## src/rtl/quota_decoder_if.sv

```systemverilog
// Handshake bundle for the stochastic-bitstream decoder: frame start, serial bit
// input, and the valid/ready result port.
interface quota_decoder_if #(
    parameter int BITSTREAM = 64,
    parameter int QUANT     = 8
);
    logic                          start;
    logic                          bit_valid;
    logic                          bit_in;
    logic                          busy;
    logic                          out_valid;
    logic                          out_ready;
    logic [QUANT-1:0]              data_out;
    logic [$clog2(BITSTREAM):0]    ones_count;

    modport master (
        output start, bit_valid, bit_in, out_ready,
        input  busy, out_valid, data_out, ones_count
    );

    modport slave (
        input  start, bit_valid, bit_in, out_ready,
        output busy, out_valid, data_out, ones_count
    );
endinterface

```

## src/rtl/quota_decoder.sv

```systemverilog
// Counts the ones in a BITSTREAM-bit unipolar frame and converts the count back
// to a saturated signed QUANT-bit value, presented on a valid/ready handshake.
module quota_decoder #(
    parameter int BITSTREAM = 64,
    parameter int QUANT     = 8
) (
    input logic            clk,
    input logic            rst,
    quota_decoder_if.slave bus
);
    localparam int L  = $clog2(BITSTREAM);
    localparam int CW = L + 1;
    localparam int UW = QUANT + L + 2;

    localparam logic [CW-1:0]        LAST   = CW'(BITSTREAM - 1);
    localparam logic [UW-1:0]        HALF   = UW'(BITSTREAM / 2);
    localparam logic signed [UW-1:0] OFFSET = signed'(UW'(1) << (QUANT - 1));
    localparam logic signed [UW-1:0] MAXV   = OFFSET - signed'(UW'(1));
    localparam logic signed [UW-1:0] MINV   = -MAXV;

    typedef enum logic [1:0] {IDLE, ACCUM, DONE} state_t;

    state_t                 state;
    state_t                 state_next;
    logic [CW-1:0]          bit_cnt;
    logic [CW-1:0]          ones_cnt;
    logic [CW-1:0]          ones_final;
    logic                   accept;
    logic                   last_bit;
    logic [UW-1:0]          u;
    logic signed [UW-1:0]   q;
    logic [QUANT-1:0]       q_sat;
    logic [QUANT-1:0]       data_reg;
    logic [CW-1:0]          ones_reg;

    assign accept     = (state == ACCUM) && bus.bit_valid;
    assign last_bit   = accept && (bit_cnt == LAST);
    assign ones_final = ones_cnt + CW'(bus.bit_in);

    // Decode from the count including the bit being accepted, so the result
    // registers load on the same edge that takes the final bit.
    always_comb begin
        u     = ((UW'(ones_final) << QUANT) + HALF) >> L;
        q     = signed'(u) - OFFSET;
        q_sat = QUANT'(q);
        if (q > MAXV) begin
            q_sat = QUANT'(MAXV);
        end else if (q < MINV) begin
            q_sat = QUANT'(MINV);
        end
    end

    always_ff @(posedge clk) begin
        if (rst) begin
            state <= IDLE;
        end else begin
            state <= state_next;
        end
    end

    always_comb begin
        state_next = state;
        case (state)
            IDLE:    if (bus.start)     state_next = ACCUM;
            ACCUM:   if (last_bit)      state_next = DONE;
            DONE:    if (bus.out_ready) state_next = IDLE;
            default:                    state_next = IDLE;
        endcase
    end

    always_ff @(posedge clk) begin
        if (rst) begin
            bit_cnt  <= '0;
            ones_cnt <= '0;
            data_reg <= '0;
            ones_reg <= '0;
        end else begin
            if (state == IDLE && bus.start) begin
                bit_cnt  <= '0;
                ones_cnt <= '0;
            end
            if (accept) begin
                bit_cnt  <= bit_cnt + CW'(1);
                ones_cnt <= ones_final;
            end
            if (last_bit) begin
                data_reg <= q_sat;
                ones_reg <= ones_final;
            end
        end
    end

    assign bus.busy       = (state != IDLE);
    assign bus.out_valid  = (state == DONE);
    assign bus.data_out   = data_reg;
    assign bus.ones_count = ones_reg;
endmodule
```

## src/flat_wrapper.sv

```systemverilog
// flat-port wrapper written by rule: the top's interface ports become plain ports
module quota_decoder_flat 
#(
    parameter int BITSTREAM = 64,
    parameter int QUANT     = 8
)
  (clk, rst, bus_start, bus_bit_valid, bus_bit_in, bus_out_ready, bus_busy, bus_out_valid, bus_data_out, bus_ones_count);
  quota_decoder_if #(.BITSTREAM(BITSTREAM), .QUANT(QUANT)) bus_i ();
  input logic clk;
  input logic rst;
  input wire logic [$bits(bus_i.start)-1:0] bus_start;
  input wire logic [$bits(bus_i.bit_valid)-1:0] bus_bit_valid;
  input wire logic [$bits(bus_i.bit_in)-1:0] bus_bit_in;
  input wire logic [$bits(bus_i.out_ready)-1:0] bus_out_ready;
  output wire logic [$bits(bus_i.busy)-1:0] bus_busy;
  output wire logic [$bits(bus_i.out_valid)-1:0] bus_out_valid;
  output wire logic [$bits(bus_i.data_out)-1:0] bus_data_out;
  output wire logic [$bits(bus_i.ones_count)-1:0] bus_ones_count;
  assign bus_i.start = bus_start;
  assign bus_i.bit_valid = bus_bit_valid;
  assign bus_i.bit_in = bus_bit_in;
  assign bus_i.out_ready = bus_out_ready;
  assign bus_busy = bus_i.busy;
  assign bus_out_valid = bus_i.out_valid;
  assign bus_data_out = bus_i.data_out;
  assign bus_ones_count = bus_i.ones_count;
  quota_decoder #(.BITSTREAM(BITSTREAM), .QUANT(QUANT)) u_core (.clk(clk), .rst(rst), .bus(bus_i));
endmodule
```

## config.mk

```make
export PLATFORM = sky130hd
export DESIGN_NAME = quota_decoder_flat
export DESIGN_NICKNAME = d
export VERILOG_FILES = /design/src/rtl/quota_decoder_if.sv /design/src/rtl/quota_decoder.sv /design/src/flat_wrapper.sv
export SDC_FILE = /design/constraint.sdc
export NUM_CORES = 1
export LEC_CHECK = 0
export ABC_AREA = 1
export BUFFER_PORTS_ARGS = -buffer_cell sky130_fd_sc_hd__buf_2
export CORE_MARGIN = 8
export CORE_UTILIZATION = 25
export DETAILED_ROUTE_END_ITERATION = 10
export PLACE_DENSITY = 0.41
export SLEW_MARGIN = 20
export SYNTH_ARGS = -nofsm -noshare
export SYNTH_HDL_FRONTEND = slang
export SYNTH_SLANG_ARGS = --single-unit
```

## constraint.sdc

```tcl
create_clock -name clk -period 1.72 [get_ports clk]
set_input_delay 0.086 -clock clk [delete_from_list [all_inputs] [get_ports clk]]
set_output_delay 0.086 -clock clk [all_outputs]
set_load 0.02 [all_outputs]
```

; ---- After elaboration in Yosys (flattened, before gate mapping)
; Cells that the tools add are included.
[word_totals]
output_inout_bits = 17
reg_bits = 31
word_cells = 33
[op_classes]
n_mux = 9
addsub = 4
n_reduce_logical = 7
n_lt_le_gt_ge = 2
n_eq_ne = 6
[ops]
columns = op, count
row1 = $mux W7, 3
row2 = $add A15 B6 Y16 const B, 1
row3 = $gt A16 B8 Y1 const B, 1
row4 = $lt A16 B8 Y1 const B, 1
row5 = $mux W8, 2
row6 = $sub A10 B8 Y11 const B, 1
row7 = $add A7 B1 Y7, 1
row8 = $add A7 B1 Y7 const B, 1
row9 = $eq A7 B6 Y1 const B, 1
row10 = $mux W2, 3
row11 = $pmux W2 S3, 1
row12 = $ne A2 B2 Y1 const B, 2
row13 = $reduce_bool A2 Y1, 2
row14 = $logic_and A1 B1 Y1, 3
row15 = $reduce_and A3 Y1, 1
row16 = $eq A2 B1 Y1 const B, 1
row17 = $eq A2 B2 Y1 const B, 1
row18 = $logic_not A2 Y1, 1
row19 = $ne A2 B1 Y1 const B, 1

; ---- Longest topological paths before layout
; Gate-level depths: netlist of the first run.
[depth]
ltp_word = 6
depth_mapped = 10
ltp_nobuf = 10

; ---- Worst setup path after synthesis of the first run
; No wires, ideal clock.
[synth_timing]
path_type = register to register
start = reg u_core.ones_cnt[0]
end = reg u_core.data_reg[0] (netlist: u_core.bus.data_out[0])
arrival_time_ps = 1424
stages_incl_launch_ff = 9
path_buffers = 0
required_ps = 1655
setup_slack_ps = 231
path_cell_list = dfxtp_1 -> ha_1 -> ha_1 -> or2_2 -> nor2_1 -> nand3_1 -> nor2_2 -> nor2_1 -> nor2_1
[synth_between]
elab_chain_cells = 6
[synth_lines]
columns = item, line_no
row1 = from (decl), quota_decoder.sv:26  ; logic [CW-1:0] ones_cnt;
row2 = from (signal assigned), quota_decoder.sv:84  ; ones_cnt <= ones_final;
row3 = $add A7 B1 Y7 *, quota_decoder.sv:38  ; assign ones_final = ones_cnt + CW'(bus.bit_in);
row4 = net u_core.ones_final[1], quota_decoder.sv:27  ; logic [CW-1:0] ones_final;
row5 = $add A15 B6 Y16 *, quota_decoder.sv:43  ; u = ((UW'(ones_final) << QUANT) + HALF) >> L;
row6 = $sub A10 B8 Y11 *, quota_decoder.sv:44  ; q = signed'(u) - OFFSET;
row7 = $lt A16 B8 Y1, quota_decoder.sv:48  ; end else if (q < MINV) begin
row8 = $mux W8, quota_decoder.sv:48
row9 = $mux W8 *, quota_decoder.sv:46  ; if (q > MAXV) begin
row10 = to (signal assigned), quota_decoder.sv:87  ; data_reg <= q_sat;
row11 = to (decl), quota_decoder.sv:33  ; logic [QUANT-1:0] data_reg;
; Mark *: on every way through the listed nets, which the timed path passes. The rest lies on a longest branch.
; A chain may end at the register's enable or synchronous reset.

; ---- Worst setup path in the final report of the first run
[layout_timing]
start = reg u_core.bit_cnt[0]
end = reg u_core.data_reg[1] (netlist: u_core.bus.data_out[1])
[layout_between]
elab_chain_cells = 2
[layout_lines]
columns = item, line_no
row1 = from (decl), quota_decoder.sv:25  ; logic [CW-1:0] bit_cnt;
row2 = from (signal assigned), quota_decoder.sv:83  ; bit_cnt <= bit_cnt + CW'(1);
row3 = $eq A7 B6 Y1, quota_decoder.sv:37  ; assign last_bit = accept && (bit_cnt == LAST);
row4 = $logic_and A1 B1 Y1, quota_decoder.sv:37
; No other way between the ends.

==> results of run 1 <==
-- cell families (layout without fill, tap and decap cells) --
logic type	after synthesis	count (layout)	synth area share [%]
AO/OA/AOI/OAI	33	33	12.5
flip-flops	31	31	44.4
AND/OR/NAND/NOR	101	101	33.1
buffers and inverters	23	55	7.26
adder cells (fa/ha/maj)	3	3	2.69
-- stage by stage --
stage                     power, uW  hold WS, ps  setup WS (ps)  instances  cell area (sq um)
after floorplan                 786          164            231        191               1400
after global placement          818          365            149        286               1600
after detailed placement        818          354            179        286               1600
after CTS                      1460         52.6            160        294               1700
after global routing           1500         77.7           12.1        295               1750
final                          1430         60.4            147        295               1750
-- synth_stat cells --
cell type,count,area (sq um)
nor3b_1,1,7.51
nor3_1,1,5.00
nor2_2,2,12.5
ha_1,3,37.5
clkbuf_1,2,7.51
nor2_1,12,45.0
nand2_1,56,210
dfxtp_1,31,621
buf_6,2,22.5
inv_1,17,63.8
o21bai_1,1,7.51
nand4_1,1,6.26
or2_2,1,6.26
nor2_4,1,11.3
a21oi_1,24,120
and2_1,4,25.0
nand3_1,16,80.1
o211a_1,1,10.0
nand2_2,3,18.8
clkinv_1,2,7.51
nand2_4,3,33.8
a211oi_1,1,7.51
o21ai_0,6,30.0
-- state kept, by name, indices dropped and copies added (netlist names) --
signal and flops:
u_core.bit_cnt 7, u_core.bus.data_out 8, u_core.bus.ones_count 7, u_core.ones_cnt 7
u_core.state 2
-- layout make-up --
type / instances / area, sq um
Fill cell: 605 / 3690
Multi-Input combinational cell: 137 / 707
Sequential cell: 31 / 626
Timing Repair Buffer: 27 / 148
Clock buffer: 8 / 100
Tap cell: 72 / 90.1
Inverter: 19 / 75.1
Timing Repair inverter: 1 / 5.00
-- timing repair --
| action | 4_1_cts | 5_1_grt |
|---|---|---|
| endpoints found under the hold margin | 0 | 0 |
| setup buffers | 0 | 0 |
| setup endpoints to repair | 0 | 1 |
| resized for setup | 0 | 10 |
-- power breakdown --
group	switching, uW	internal (uW)	total (uW)
clock	263	365	628
sequential	4.76	722	727
combinational	50.8	23.7	74.5
total	318	1110	1430
-- final timing paths --
path	end	start	slack (ps)
worst min register to register	u_core.bit_cnt[3]	u_core.bit_cnt[3]	430
worst max-delay path	u_core.bus.data_out[1]	u_core.bit_cnt[0]	150
worst min-delay path	u_core.state[1]	bus_out_ready	60
worst max register to register	u_core.bus.data_out[1]	u_core.bit_cnt[0]	150
-- metal layers --
layer | track usage (%) | share of wire (%)
met1 | 10.3 | 49
met2 | 12.9 | 43
met3 | 4.16 | 6.3
met4 | 4.02 | 1.2
met5 | 0 | 0
-- critical path, cell delays in order, from the launching register on --
cell and delay, ps:
dfxtp_4 370, ha_4 130, nand2_1 70, nor2_2 140, nand2_2 80, nor2_4 180, clkinvlp_4 190, buf_4 190
nand2_1 60, a21oi_1 60
==> results.yml, run 1 <==
clock_tree:
  h-tree-depth: 2
  cts_tree: "yes"
  clk_path_buf_depth: 2
  path_clk_slew_ps: 60
  clock-sinks: 31
  cts_made_buffers: 5
  worstSkewPairLatency_ps: 280
  ctsHoldBuffers: 0
  root_buffer: "clkbuf_8"
power:
  power_density_nw_per_um2: 817
  leakage_uw: 0.000749
  peakVddDrop_mv: 0.235
synthesis:
  synth_fp_nets: 200
  netlist-cell-type-count: 23
  synth_area_sq_um: 1400
  synth_warnings: 0
  syn_inst: 191
  synth_seq_cells: 31
  synth.avg_cell_area_sq_um: 7.31
  yosysSeqAreaShare_pct: 44.4
cells_and_area:
  area_delta_synth_final_pct: 25.4
  drive_gt1_share_pct: 23.8
  layout_commonest_cell: "nand2_1"
  layout_common_cells: "nand2_1 (55), dfxtp_1 (29), a21oi_1 (24)"
  post-route-util_pct: 32.2
  diodes: 0
  nNetsFinal: 231
sta:
  tns_ps: 0
  finalHoldViolCount: 0
  post-route-period-util_pct: 91.4
  finalMaxSlewViolations: 0
  max_freq_ghz: 0.636
  final.setup_skew_ps: 4.39
  slew_headroom_pct: 78.2
  post-route-min-period_ps: 1570
  worstMarginPinSlew_ps: 327
  setup_viol: 0
  rsz0062_at_grt: "false"
die:
  core_area_sq_um: 5440
  die_area_sq_um: 8230
  rows: 27
  die_h_um: 90.7
  initial_core_util_pct: 25.7
  pin_count: 23
  die_w_um: 90.7
route:
  wl_per_cell_um: 11.5
  viasPerCell: 4.25
  drtIter0Drc: 34
  totalWireLength_mm: 3.41
  drtAntennaViolNets: 0
  drt_first_pass_iters: 4
  num_vias: 1254
  drc: 0
setup_path:
  required_ps: 1890
  worst-path-max-fanout: 6
  worstSetupPathType: "reg2reg"
  cp.arrival_ps: 1740
  reg2reg_depth: 9
  start_kind: "register"
  critPathCaptureType: "register"
flow_run:
  cap_violations: 0
grt:
  grt_pass1_wl_mm: 5.82
  grt_max_degree: 22
  grt_pass1_vias: 1240
  overflow: 0
  grt_usage_pct: 8.70
  antenna_found_initial: 0
place:
  port_buffers: 22
  dp_hpwl_mm: 2.40
  gp_congestion: 0.769
hold_path:
  whs_path_depth: 4
  hold_path.class: "in2reg"
run_status:
  status: "complete, no violations"
No activity file was read; power rests on OpenSTA's default activity.
==> run 2, diff against run 1 <==
- ABC_AREA: 1 -> not set
==> results.yml, run 2 <==
route:
  num_vias: 1238
  drtAntennaViolNets: 0
  drc: 0
  drtIter0Drc: 37
  totalWireLength_mm: 3.55
  drt_first_pass_iters: 4
  viasPerCell: 4.59
  wl_per_cell_um: 13.1
die:
  pin_count: 23
  die_area_sq_um: 7900
  rows: 26
  die_h_um: 88.9
  die_w_um: 88.9
  initial_core_util_pct: 26.0
  core_area_sq_um: 5110
cells_and_area:
  layout_commonest_cell: "dfxtp_1"
  post-route-util_pct: 36.7
  stdcell_count: 270
  diodes: 0
  area_delta_synth_final_pct: 41.0
  layout_common_cells: "dfxtp_1 (29), buf_4 (28), buf_2 (23)"
  fill_cells: 529
  largest_reg_flops: 8
  drive_gt1_share_pct: 38.0
  nNetsFinal: 208
synthesis:
  synth_top_cell_area_share_pct: 46.7
  synthArstFlopShare_pct: 0
  yosys.area.top_type: "dfxtp_1"
  synth_seq_cells: 31
  synth_fp_nets: 156
  yosys-top-cells-count: "dfxtp_1 (31), nor2_1 (21), a21oi_1 (12), nand2_1 (12), a211oi_1 (7)"
  syn_inst: 147
  synth_most_common_cell: "dfxtp_1"
  synth_area_sq_um: 1330
  ys.flop_type: "dfxtp_1"
  ys_top_cells_by_area: "dfxtp_1 (47%), nor2_1 (5.9%), a21oi_1 (4.5%), a211oi_1 (4.0%), nand2_1 (3.4%)"
  synth.avg_cell_area_sq_um: 9.04
  synth-edff-count: 0
  netlist-cell-type-count: 41
  yosysSeqAreaShare_pct: 46.7
  synth_warnings: 0
setup_path:
  timing.rr.start: "u_core.bit_cnt[1]"
  cp.arrival_ps: 1930
  path_cells: "ha_4 > nand4_1 > or4_4 > or3_4 > o221a_1"
  critPathCaptureType: "register"
  reg2reg_to: "u_core.bus.data_out[2]"
  required_ps: 1890
  reg2reg_depth: 5
  worst-path-max-fanout: 3
  worstSetupPathType: "reg2reg"
  rrSetupSlack_ps: -40
  start_kind: "register"
  max_stage_delay_ps: 440
  slowest_stage: "or4_4"
power:
  leakage_uw: 0.000761
  intPower_uw: 1120
  power_density_nw_per_um2: 768
  power_uw: 1440
  swShare_pct: 21.9
  seq_power_share_pct: 50.5
  comb_power_share_pct: 6.0
  p_clk_share_pct: 43.5
  peakVddDrop_mv: 0.340
  switchingPower_uw: 315
place:
  dp_slack_ps: -53.1
  port_buffers: 22
  gp_congestion: 0.810
  dp_hpwl_mm: 2.49
  place_inst: 253
clock_tree:
  worstSkewPairLatency_ps: 280
  ctsHoldBuffers: 0
  clock-sinks: 31
  h-tree-depth: 2
  clk_path_buf_depth: 2
  path_clk_slew_ps: 60
  root_buffer: "clkbuf_8"
  cts_made_buffers: 5
  cts_tree: "yes"
grt:
  grt_usage_pct: 9.26
  overflow: 0
  grt_pass1_wl_mm: 5.55
  grt_max_degree: 20
  antenna_found_initial: 0
  grt_pass1_vias: 1178
hold_path:
  whs_endpoint: "u_core.state[1]"
  whs_path_depth: 3
  hp-start: "bus_out_ready"
  hold_path.class: "in2reg"
sta:
  rsz0062_at_grt: "true"
  setup_slack_ps: -40.4
  slew_headroom_pct: 70.7
  finalHoldViolCount: 0
  setup_viol: 6
  final.setup_skew_ps: 4.42
  finalMaxSlewViolations: 0
  post-route-min-period_ps: 1760
  fin_hold_ws_ps: 85.2
  worstMarginPinSlew_ps: 440
  post-route-period-util_pct: 102
  max_freq_ghz: 0.568
run_status:
  violations: "negative setup slack"
  status: "finished, violations left"
flow_run:
  cap_violations: 0
[run 2: cell count changes after synthesis, sizes merged, moves of 3 or more]
cell | before | now
nand2 | 62 | 12
inv | 17 | 2
a21oi | 24 | 12
nand3 | 16 | 6
a211oi | 1 | 7
nor2 | 15 | 21
clkbuf | 2 | 6
or3 | 0 | 4
and2 | 4 | 1
nand3b | 0 | 3
nor3 | 1 | 4
[run 2: metal layers]
| metal | vias to the layer above | track usage [%] | share of wire, % |
|---|---|---|---|
| met2 | 16 | 15.0 | 47 |
| met3 | 4 | 3.40 | 4.9 |
| met4 | 0 | 4.15 | 1.2 |
| li1 | 639 | - | - |
| met1 | 579 | 10.6 | 47 |
| met5 | - | 0 | 0 |
[run 2: final cells by class]
| cell class | count | area, sq um | share of cell area, % |
|---|---|---|---|
| Tap cell | 70 | 87.6 | 4.68 |
| Clock buffer | 8 | 100 | 5.34 |
| Inverter | 2 | 7.51 | 0.401 |
| Sequential cell | 31 | 623 | 33.3 |
| Multi-Input combinational cell | 106 | 707 | 37.7 |
| Timing Repair Buffer | 53 | 348 | 18.6 |
[run 2: cell families after synthesis]
logic type / share of synthesized area, %
AND/OR/NAND/NOR: 25.3
AO/OA/AOI/OAI: 18.8
flip-flops: 46.7
buffers and inverters: 3.48
XOR/XNOR: 1.98
adder cells (fa/ha/maj): 2.83
multiplexers: 0.847
[run 2: how the worst max path moves through the flow]
stage                            from                     end  slack, ps  cells after the start
global placement    u_core.bit_cnt[1]  u_core.bus.data_out[3]        -10                      5
floorplan           u_core.bit_cnt[1]  u_core.bus.data_out[2]       -160                      6
global route        u_core.bit_cnt[1]  u_core.bus.data_out[2]       -120                      5
CTS                 u_core.bit_cnt[1]  u_core.bus.data_out[2]        -50                      5
finish              u_core.bit_cnt[1]  u_core.bus.data_out[2]        -40                      5
detailed placement  u_core.bit_cnt[1]  u_core.bus.data_out[2]        -50                      5
[run 2: timing repair]
item	in CTS	in global routing
cloned	0	2
buffers inserted	3	6
resized for setup	0	9
hold endpoints to repair	0	0
pin swaps	5	2
endpoints found under the setup margin	8	15
[run 2: power by group through the flow]
stage | sequential, uW | combinational, uW | clock, uW
floorplan | 743 | 47.7 | 0
global placement | 742 | 82.7 | 0
detailed placement | 742 | 84.3 | 0
CTS | 726 | 84.5 | 647
global route | 726 | 94.3 | 684
finish | 726 | 86.5 | 625
[run 2: worst max-delay path, delay by kind of cell, from the launching register on]
kind	cells	cell delay, ps
flops	1	350
fa+ha+maj	1	130
compound gates	1	230
simple gates	3	940
[run 2: per-stage QoR]
stage	TNS (ps)	area (sq um)
4_1_cts	-177	1790
3_5_place_dp	-166	1670
3_3_place_gp	-26.8	1670
6_report	-131	1870
5_1_grt	-854	1870
2_1_floorplan	-316	1340
